**src/rtl/parking_pkg.sv**
```systemverilog
`default_nettype none
// +------------------------------------------------------------------------+
// | Module   : parking_pkg                                                 |
// | Purpose  : Lane state encoding and beam-sensor pair codes.             |
// | Revision : 1.0                                                         |
// +------------------------------------------------------------------------+
package parking_pkg;

    typedef enum logic [2:0] {
        IDLE,
        EN1,
        EN2,
        EN3,
        EX1,
        EX2,
        EX3,
        ERR
    } lane_state_t;

    // Sensor pair codes, written as {a, b}
    localparam logic [1:0] S_CLR = 2'b00;
    localparam logic [1:0] S_A   = 2'b10;
    localparam logic [1:0] S_AB  = 2'b11;
    localparam logic [1:0] S_B   = 2'b01;

endpackage
`default_nettype wire

```
**src/rtl/gate_direction_fsm.sv**
```systemverilog
`default_nettype none
// +------------------------------------------------------------------------+
// | Module   : gate_direction_fsm                                          |
// | Purpose  : One gate: sensor synchronisers and entry/exit direction FSM.|
// | Revision : 1.0                                                         |
// +------------------------------------------------------------------------+
module gate_direction_fsm
    import parking_pkg::*;
(
    input  logic clk,
    input  logic rst,
    input  logic i_a,
    input  logic i_b,
    output logic o_entry,
    output logic o_exit,
    output logic o_err
);

    logic        r_a_meta;
    logic        r_a_sync;
    logic        r_b_meta;
    logic        r_b_sync;
    logic [1:0]  w_code;
    lane_state_t r_state;

    always_ff @(posedge clk) begin
        if (rst) begin
            r_a_meta <= 1'b0;
            r_a_sync <= 1'b0;
            r_b_meta <= 1'b0;
            r_b_sync <= 1'b0;
        end else begin
            r_a_meta <= i_a;
            r_a_sync <= r_a_meta;
            r_b_meta <= i_b;
            r_b_sync <= r_b_meta;
        end
    end

    assign w_code = {r_a_sync, r_b_sync};

    // Each state implies the code last seen, so a repeated code holds and
    // only the two neighbouring codes on the beam sequence are legal moves.
    always_ff @(posedge clk) begin
        if (rst) begin
            r_state <= IDLE;
            o_entry <= 1'b0;
            o_exit  <= 1'b0;
            o_err   <= 1'b0;
        end else begin
            o_entry <= 1'b0;
            o_exit  <= 1'b0;
            o_err   <= 1'b0;
            case (r_state)
                IDLE: begin
                    case (w_code)
                        S_A:     r_state <= EN1;
                        S_B:     r_state <= EX1;
                        S_AB:    begin r_state <= ERR; o_err <= 1'b1; end
                        default: r_state <= IDLE;
                    endcase
                end
                EN1: begin
                    case (w_code)
                        S_AB:    r_state <= EN2;
                        S_CLR:   r_state <= IDLE;
                        S_B:     begin r_state <= ERR; o_err <= 1'b1; end
                        default: r_state <= EN1;
                    endcase
                end
                EN2: begin
                    case (w_code)
                        S_B:     r_state <= EN3;
                        S_A:     r_state <= EN1;
                        S_CLR:   begin r_state <= ERR; o_err <= 1'b1; end
                        default: r_state <= EN2;
                    endcase
                end
                EN3: begin
                    case (w_code)
                        S_CLR:   begin r_state <= IDLE; o_entry <= 1'b1; end
                        S_AB:    r_state <= EN2;
                        S_A:     begin r_state <= ERR; o_err <= 1'b1; end
                        default: r_state <= EN3;
                    endcase
                end
                EX1: begin
                    case (w_code)
                        S_AB:    r_state <= EX2;
                        S_CLR:   r_state <= IDLE;
                        S_A:     begin r_state <= ERR; o_err <= 1'b1; end
                        default: r_state <= EX1;
                    endcase
                end
                EX2: begin
                    case (w_code)
                        S_A:     r_state <= EX3;
                        S_B:     r_state <= EX1;
                        S_CLR:   begin r_state <= ERR; o_err <= 1'b1; end
                        default: r_state <= EX2;
                    endcase
                end
                EX3: begin
                    case (w_code)
                        S_CLR:   begin r_state <= IDLE; o_exit <= 1'b1; end
                        S_AB:    r_state <= EX2;
                        S_B:     begin r_state <= ERR; o_err <= 1'b1; end
                        default: r_state <= EX3;
                    endcase
                end
                ERR: begin
                    if (w_code == S_CLR) begin
                        r_state <= IDLE;
                    end
                end
                default: r_state <= IDLE;
            endcase
        end
    end

endmodule
`default_nettype wire

```
**src/rtl/parking_lot_occupancy.sv**
```systemverilog
`default_nettype none
// +------------------------------------------------------------------------+
// | Module   : parking_lot_occupancy                                       |
// | Purpose  : Multi-lane gate decoding with a clamped occupancy counter.  |
// | Revision : 1.0                                                         |
// +------------------------------------------------------------------------+
module parking_lot_occupancy
    import parking_pkg::*;
#(
    parameter int LANES    = 2,
    parameter int CAPACITY = 99,
    parameter int CNT_W    = $clog2(CAPACITY + 1)
) (
    input  logic             CLK100MHZ,
    input  logic             reset,
    input  logic [LANES-1:0] A,
    input  logic [LANES-1:0] B,
    output logic [CNT_W-1:0] count,
    output logic             full,
    output logic             empty,
    output logic [LANES-1:0] entry_pulse,
    output logic [LANES-1:0] exit_pulse,
    output logic [LANES-1:0] seq_err,
    output logic             ovf,
    output logic             unf
);

    // Four spare bits keep the signed sum exact for up to eight lanes
    localparam int                      c_nw      = CNT_W + 4;
    localparam logic signed [c_nw-1:0]  c_cap     = c_nw'(CAPACITY);
    localparam logic signed [c_nw-1:0]  c_one     = c_nw'(1);
    localparam logic [CNT_W-1:0]        c_cap_cnt = CNT_W'(CAPACITY);

    logic signed [c_nw-1:0] w_net;
    logic signed [c_nw-1:0] w_sum;
    logic [CNT_W-1:0]       w_count_next;
    logic                   w_ovf;
    logic                   w_unf;

    for (genvar i = 0; i < LANES; i++) begin : g_lane
        gate_direction_fsm u_fsm (
            .clk     (CLK100MHZ),
            .rst     (reset),
            .i_a     (A[i]),
            .i_b     (B[i]),
            .o_entry (entry_pulse[i]),
            .o_exit  (exit_pulse[i]),
            .o_err   (seq_err[i])
        );
    end

    // All lanes are netted before clamping so opposite events cancel even at a limit
    always_comb begin
        w_net = '0;
        for (int i = 0; i < LANES; i++) begin
            if (entry_pulse[i]) w_net = w_net + c_one;
            if (exit_pulse[i])  w_net = w_net - c_one;
        end
        w_sum = $signed({4'b0000, count}) + w_net;
        w_ovf = (w_sum > c_cap);
        w_unf = w_sum[c_nw-1];
        if (w_ovf) begin
            w_count_next = c_cap_cnt;
        end else if (w_unf) begin
            w_count_next = '0;
        end else begin
            w_count_next = w_sum[CNT_W-1:0];
        end
    end

    always_ff @(posedge CLK100MHZ) begin
        if (reset) begin
            count <= '0;
            full  <= 1'b0;
            empty <= 1'b1;
            ovf   <= 1'b0;
            unf   <= 1'b0;
        end else begin
            count <= w_count_next;
            full  <= (w_count_next == c_cap_cnt);
            empty <= (w_count_next == '0);
            ovf   <= w_ovf;
            unf   <= w_unf;
        end
    end

endmodule
`default_nettype wire

```
**config.mk**
```make
export PLATFORM = sky130hd
export DESIGN_NAME = parking_lot_occupancy
export DESIGN_NICKNAME = d
export VERILOG_FILES = /design/src/rtl/parking_pkg.sv /design/src/rtl/gate_direction_fsm.sv /design/src/rtl/parking_lot_occupancy.sv
export SDC_FILE = /design/constraint.sdc
export NUM_CORES = 1
export LEC_CHECK = 0
export BUFFER_PORTS_ARGS = -buffer_cell sky130_fd_sc_hd__buf_4
export CORE_MARGIN = 5
export CORE_UTILIZATION = 50
export DETAILED_ROUTE_END_ITERATION = 10
export PLACE_DENSITY_LB_ADDON = 0.2
export SLEW_MARGIN = 20
export SYNTH_ARGS = -nofsm -noshare
export SYNTH_HDL_FRONTEND = slang
export SYNTH_SLANG_ARGS = --single-unit
```
**constraint.sdc**
```tcl
create_clock -name CLK100MHZ -period 4.8 [get_ports CLK100MHZ]
set_clock_uncertainty 0.15 [all_clocks]
set_input_delay 0 -clock CLK100MHZ [delete_from_list [all_inputs] [get_ports CLK100MHZ]]
set_output_delay 0 -clock CLK100MHZ [all_outputs]
set_load 0.01 [all_outputs]
```
==> impl_metrics.toml, run 1 <==
[critical_path]
cp-end-kind = "flop"
crit_arrival_ps = 3470
cp_max_fo = 7
critical_path_class = "flop to flop"
r2r-start = "g_lane[0].u_fsm.o_entry"
cp_data_required_time_ps = 4860
critPathLaunchType = "flop"
worstSetupStartpoint = "g_lane[0].u_fsm.o_entry"

[synth]
ys.flop_type = "dfxtp_1"
yosysSeqAreaShare_pct = 28.82
ys_types = 49
ys_seq_elements = 31
synthArstFlopShare_pct = 0
synthTopCellsByArea = "dfxtp_1, ha_1, mux4_2, a21oi_1, nor2_1"
syn_avg_cell_area_sq_um = 8.825
synth_top_area_share_pct = 28.82
ys_warn_count = 0
synth_nets = 277
synth_area_sq_um = 2153
synth_top_cell_by_area = "dfxtp_1"
synth_edf_count = 0
syn_inst = 244

[floorplanning]
start_util_pct = 52.69
ios = 23
coreArea_sq_um = 4086
die_area_sq_um = 5719
die_w_um = 75.63
fp.dieH_um = 75.63
rows = 23

[routing]
wl_per_cell_um = 13.34
ant_nets = 0
routed_wl_mm = 4.217
drt-initial-drc-count = 70
vias = 1718
first_pass_iters = 4
drc_errors = 0
route.detailed.vias_per_inst = 5.437

[global_route]
grt_pass1_vias = 1669
grt_antenna_before_repair = 0
grt_pass1_wl_mm = 7.417
grt_start_max_net_pins = 24
grtUsageTotal_pct = 16.80
grt_overflow_total = 0
use_met2_pct = 28.28
use_met1_pct = 21.06
grt_most_used_layer = "met2"
grtUsageMet3_pct = 4.222

[outcome]
outcome = "finished clean"

[clock_tree]
cts_root_buffer = "clkbuf_8"
clk_pin_slew_worst_paths_ps = 60
numCtsBuffers = 5
htree_levels = 2
post_cts_resized = 0
cts.sinks = 31
clock_latency_ps = 280
cts_tree = "built"
hold_buffers = 9
cts_setup_buffers = 0
clock_path_buffers = 2

[pwr]
power.total_mw = 0.6312
ir_worst_vdd_uv = 243.6
p_leak_nw = 1.056
power.switching_mw = 0.1497
clkPwrFrac_pct = 41.6
p_int_mw = 0.4815
p_per_area_nw_per_um2 = 252.9
power_frac_comb_pct = 13.6
p_sw_share_pct = 23.71
seqPwrFrac_pct = 44.8

[timing]
worst_slew_pin_slew_ps = 821.2
final-hold-violation-count = 0
finalSetupViolations = 0
post-route-period-util_pct = 70.88
fmaxAchievable_mhz = 293.9
finalMaxSlewViolations = 0
worst_slack_ps = 1398
period_needed_ps = 3402
slew_headroom_pct = 44.68
rsz0062_at_grt = "no"
finalSetupTns_ps = 0

[placed_design]
dp_cells = 299
io_buffer_count = 22
gp_congestion = 0.8110
preCtsSetupSlack_ps = 1435
hpwl_mm = 3.099

[run]
max_cap_violations = 0

[layout]
final_cells = 316
drive_above_1_share_pct = 17.29
fill_cells = 370
area_growth_pct = 15.92
diodes = 0
fin_nets = 298

[worst_hold_path]
hold_path_class = "flop to flop"
hp-start = "g_lane[1].u_fsm.r_b_meta"
stage by stage:
| stage | utilization, % | area, sq um | hold slack (ps) |
|---|---|---|---|
| floorplan | - | 2153 | -78.39 |
| global placement | 56.00 | 2288 | 61.11 |
| detailed placement | 56.00 | 2288 | 66.80 |
| CTS | 61.08 | 2496 | 288.8 |
| global route | 61.08 | 2496 | 307.2 |
| finish | 61.08 | 2496 | 286.2 |
registers in the layout (all words and copies together), names as in the netlist:
name                   cells
g_lane.u_fsm.r_b_meta      2
g_lane.u_fsm.o_err         2
count                      7
g_lane.u_fsm.r_b_sync      2
full                       1
empty                      1
ovf                        1
g_lane.u_fsm.r_a_sync      2
g_lane.u_fsm.o_entry       2
g_lane.u_fsm.r_state       6
unf                        1
g_lane.u_fsm.o_exit        2
g_lane.u_fsm.r_a_meta      2
metal layers:
layer	share of wire [%]	routed length (um)
met3	4.1	174
met2	49	2058
met1	46	1933
met5	0	0
met4	1.2	51
final timing paths:
| path | to | slack [ps] | depth (start not counted) |
|---|---|---|---|
| max | full | 1400 | 11 |
| max reg2reg | full | 1400 | 11 |
| min reg2reg | g_lane[1].u_fsm.r_b_sync | 290 | 1 |
| min | g_lane[1].u_fsm.r_b_sync | 290 | 1 |
layout by cell type (no fill, tap or decap), drive strengths merged, types with 5 or more instances in the layout:
cell / n
dfxtp: 31
ha: 25
buf: 22
a21oi: 22
nor2: 18
inv: 16
nand2: 13
nand2b: 10
nor3: 10
nor2b: 10
o21ai: 10
dlygate4sd3: 9
clkbuf: 6
mux4: 5
mux2i: 5
worst max-delay path: stages, from the launching register on:
cell and delay (ps):
dfxtp_1 340, inv_1 70, ha_1 150, nand2b_1 170, o21ai_0 700, ha_1 430, a21o_1 210, a311oi_1 250
nor3_1 130, or3b_4 440, a21o_1 180, a21oi_2 120
area by class of cell:
class	instances	area (sq um)	area share [%]
clock buffer	6	82.58	3.308
clock inverter	2	35.03	1.404
inverter	16	60.06	2.406
multi-input combinational	180	1380	55.29
sequential	31	620.6	24.86
tap	50	62.56	2.506
timing repair buffer	31	255.2	10.23
cells in the mapped netlist (5+ instances only):
library cell	count
o21ai_0	8
nor3_1	10
nand2b_1	10
nor2_1	17
a21oi_1	21
nor2b_1	10
nand2_1	12
clkbuf_1	8
dfxtp_1	31
buf_4	7
inv_1	16
ha_1	25
mux4_2	5
power groups by stage:
stage                     sequential [mW]  combinational (mW)  clock [mW]
after CTS                           0.282              0.0859       0.268
after global placement              0.288              0.0789           0
after global routing                0.284              0.0966       0.282
final                               0.283              0.0861       0.262
after floorplan                     0.281              0.0652           0
after detailed placement            0.288              0.0794           0
cell families (layout without fill, tap and decap cells):
group / count (synthesis) / after routing / synth area share, %
simple gates: 75 / 75 / 18.19
compound gates: 63 / 63 / 19.64
buf+inv: 33 / 55 / 7.089
flops: 31 / 31 / 28.82
fa+ha+maj: 27 / 27 / 16.39
mux: 11 / 11 / 8.251
xor+xnor: 4 / 4 / 1.627
Power figures use the tool's default switching activity.
==> run 2: changes to the inputs <==
clock period = 2.9 ns   (was 4.8 ns; I/O delays follow)
==> impl_metrics.toml, run 2 (same netlist as run 1, synthesis figures left out) <==
[layout]
top_regs = "count: 7 flops, g_lane.u_fsm.r_state: 6 flops"
final_common_cell = "buf_4"
final_cells = 339
diodes = 0
fin_nets = 321
largest_reg_flops = 7
drive_above_1_share_pct = 32.53
fill_cells = 327
final_cell_mix = "buf_4, dfxtp_1, ha_1"
area_growth_pct = 29.34
regMostFlops = "count"

[routing]
drc_errors = 0
wl_per_cell_um = 13.80
drt-initial-drc-count = 29
first_pass_iters = 4
ant_nets = 0
routed_wl_mm = 4.679
vias = 1822
route.detailed.vias_per_inst = 5.375

[critical_path]
critical_path_class = "flop to flop"
crit_arrival_ps = 2970
cp_data_required_time_ps = 2920
cp_max_fo = 7
critPathLaunchType = "flop"
cp-end-kind = "flop"
rrSetupSlack_ps = -40

[pwr]
p_sw_share_pct = 26.04
power_frac_comb_pct = 16.7
p_int_mw = 0.6983
p_leak_nw = 1.158
p_per_area_nw_per_um2 = 339.0
ir_worst_vdd_uv = 373.1
seqPwrFrac_pct = 49.7
power.total_mw = 0.9441
clkPwrFrac_pct = 33.6
power.switching_mw = 0.2458

[timing]
worst_slack_ps = -43.62
fmaxAchievable_mhz = 339.7
slew_headroom_pct = 62.37
period_needed_ps = 2944
post-route-period-util_pct = 101.5
finalMaxSlewViolations = 0
finalSetupViolations = 4
rsz0062_at_grt = "yes"
final-hold-violation-count = 0
worst_slew_pin_slew_ps = 563.7

[placed_design]
gp_congestion = 0.8450
io_buffer_count = 22
hpwl_mm = 3.383
dp_cells = 319

[clock_tree]
cts_root_buffer = "clkbuf_8"
htree_levels = 2
clock_latency_ps = 280
cts_tree = "built"
cts.sinks = 31
clk_pin_slew_worst_paths_ps = 60
clock_path_buffers = 2
numCtsBuffers = 5

[global_route]
grt_pass1_wl_mm = 8.121
grtUsageTotal_pct = 18.61
grt_pass1_vias = 1828
grt_overflow_total = 0
grt_antenna_before_repair = 0
grt_start_max_net_pins = 24

[floorplanning]
fp.dieH_um = 75.63
start_util_pct = 52.69
ios = 23
coreArea_sq_um = 4086
die_w_um = 75.63
rows = 23
die_area_sq_um = 5719

[run]
max_cap_violations = 0

[outcome]
violations = "setup timing"
outcome = "finished, violations left"

[worst_hold_path]
hold_path_class = "flop to flop"
==> run 2: through the flow <==
stage	instance area, sq um	setup TNS, ps	hold WS [ps]	setup WS, ps	utilization, %
after detailed placement	2445	-481.7	68.91	-106.1	59.83
after global routing	2785	-1070	312.0	-167.5	68.16
after CTS	2711	-21.08	299.0	-11.43	66.35
after global placement	2445	-92.18	59.48	-43.56	59.83
final	2785	-120.1	291.3	-43.62	68.16
after floorplan	2160	0	-78.39	36.21	-
==> run 2: power groups by stage <==
stage	Combinational [mW]	Clock, mW	Sequential [mW]
5_1_grt	0.176	0.350	0.473
2_1_floorplan	0.108	0	0.465
4_1_cts	0.156	0.324	0.469
6_report	0.158	0.317	0.469
3_5_place_dp	0.142	0	0.477
3_3_place_gp	0.139	0	0.477
==> run 2: cell type report <==
| class | count | area [sq um] | share of cell area, % |
|---|---|---|---|
| sequential | 31 | 624.3 | 22.42 |
| timing repair buffer | 54 | 427.9 | 15.36 |
| tap | 50 | 62.56 | 2.246 |
| inverter | 16 | 60.06 | 2.156 |
| clock inverter | 1 | 5.005 | 0.1797 |
| multi-input combinational | 180 | 1529 | 54.90 |
| clock buffer | 7 | 76.32 | 2.740 |
==> run 2: repair_timing <==
item / 4_1_cts / 5_1_grt
setup endpoints to repair: 10 / 10
buffers inserted: 0 / 3
resized for setup: 18 / 9
hold endpoints to repair: 21 / 0
pin swaps: 5 / 13
hold buffers: 9 / 0
==> run 2: path summary, 6_finish.rpt <==
path	start	end	cells after the start
worst max register to register	g_lane[0].u_fsm.o_exit	count[1]	11
worst max-delay path	g_lane[0].u_fsm.o_exit	count[1]	11
worst min register to register	g_lane[0].u_fsm.r_b_meta	g_lane[0].u_fsm.r_b_sync	1
worst min-delay path	g_lane[0].u_fsm.r_b_meta	g_lane[0].u_fsm.r_b_sync	1
==> run 2: layer usage <==
metal	wire (um)	GRT usage, %	vias up
li1	-	-	944
met1	2075	22.04	845
met2	2363	32.69	24
met3	159	4.354	9
met4	80	6.796	0
met5	0	0	-
==> run 2: critical path, cell delays in order (launching register included) <==
cell,delay (ps)
dfxtp_2,330
inv_2,40
fa_1,480
xnor2_1,160
ha_2,220
fa_2,420
nand3_2,110
nand2_2,80
a21oi_2,140
nand4b_1,160
a31o_4,310
o31a_1,230
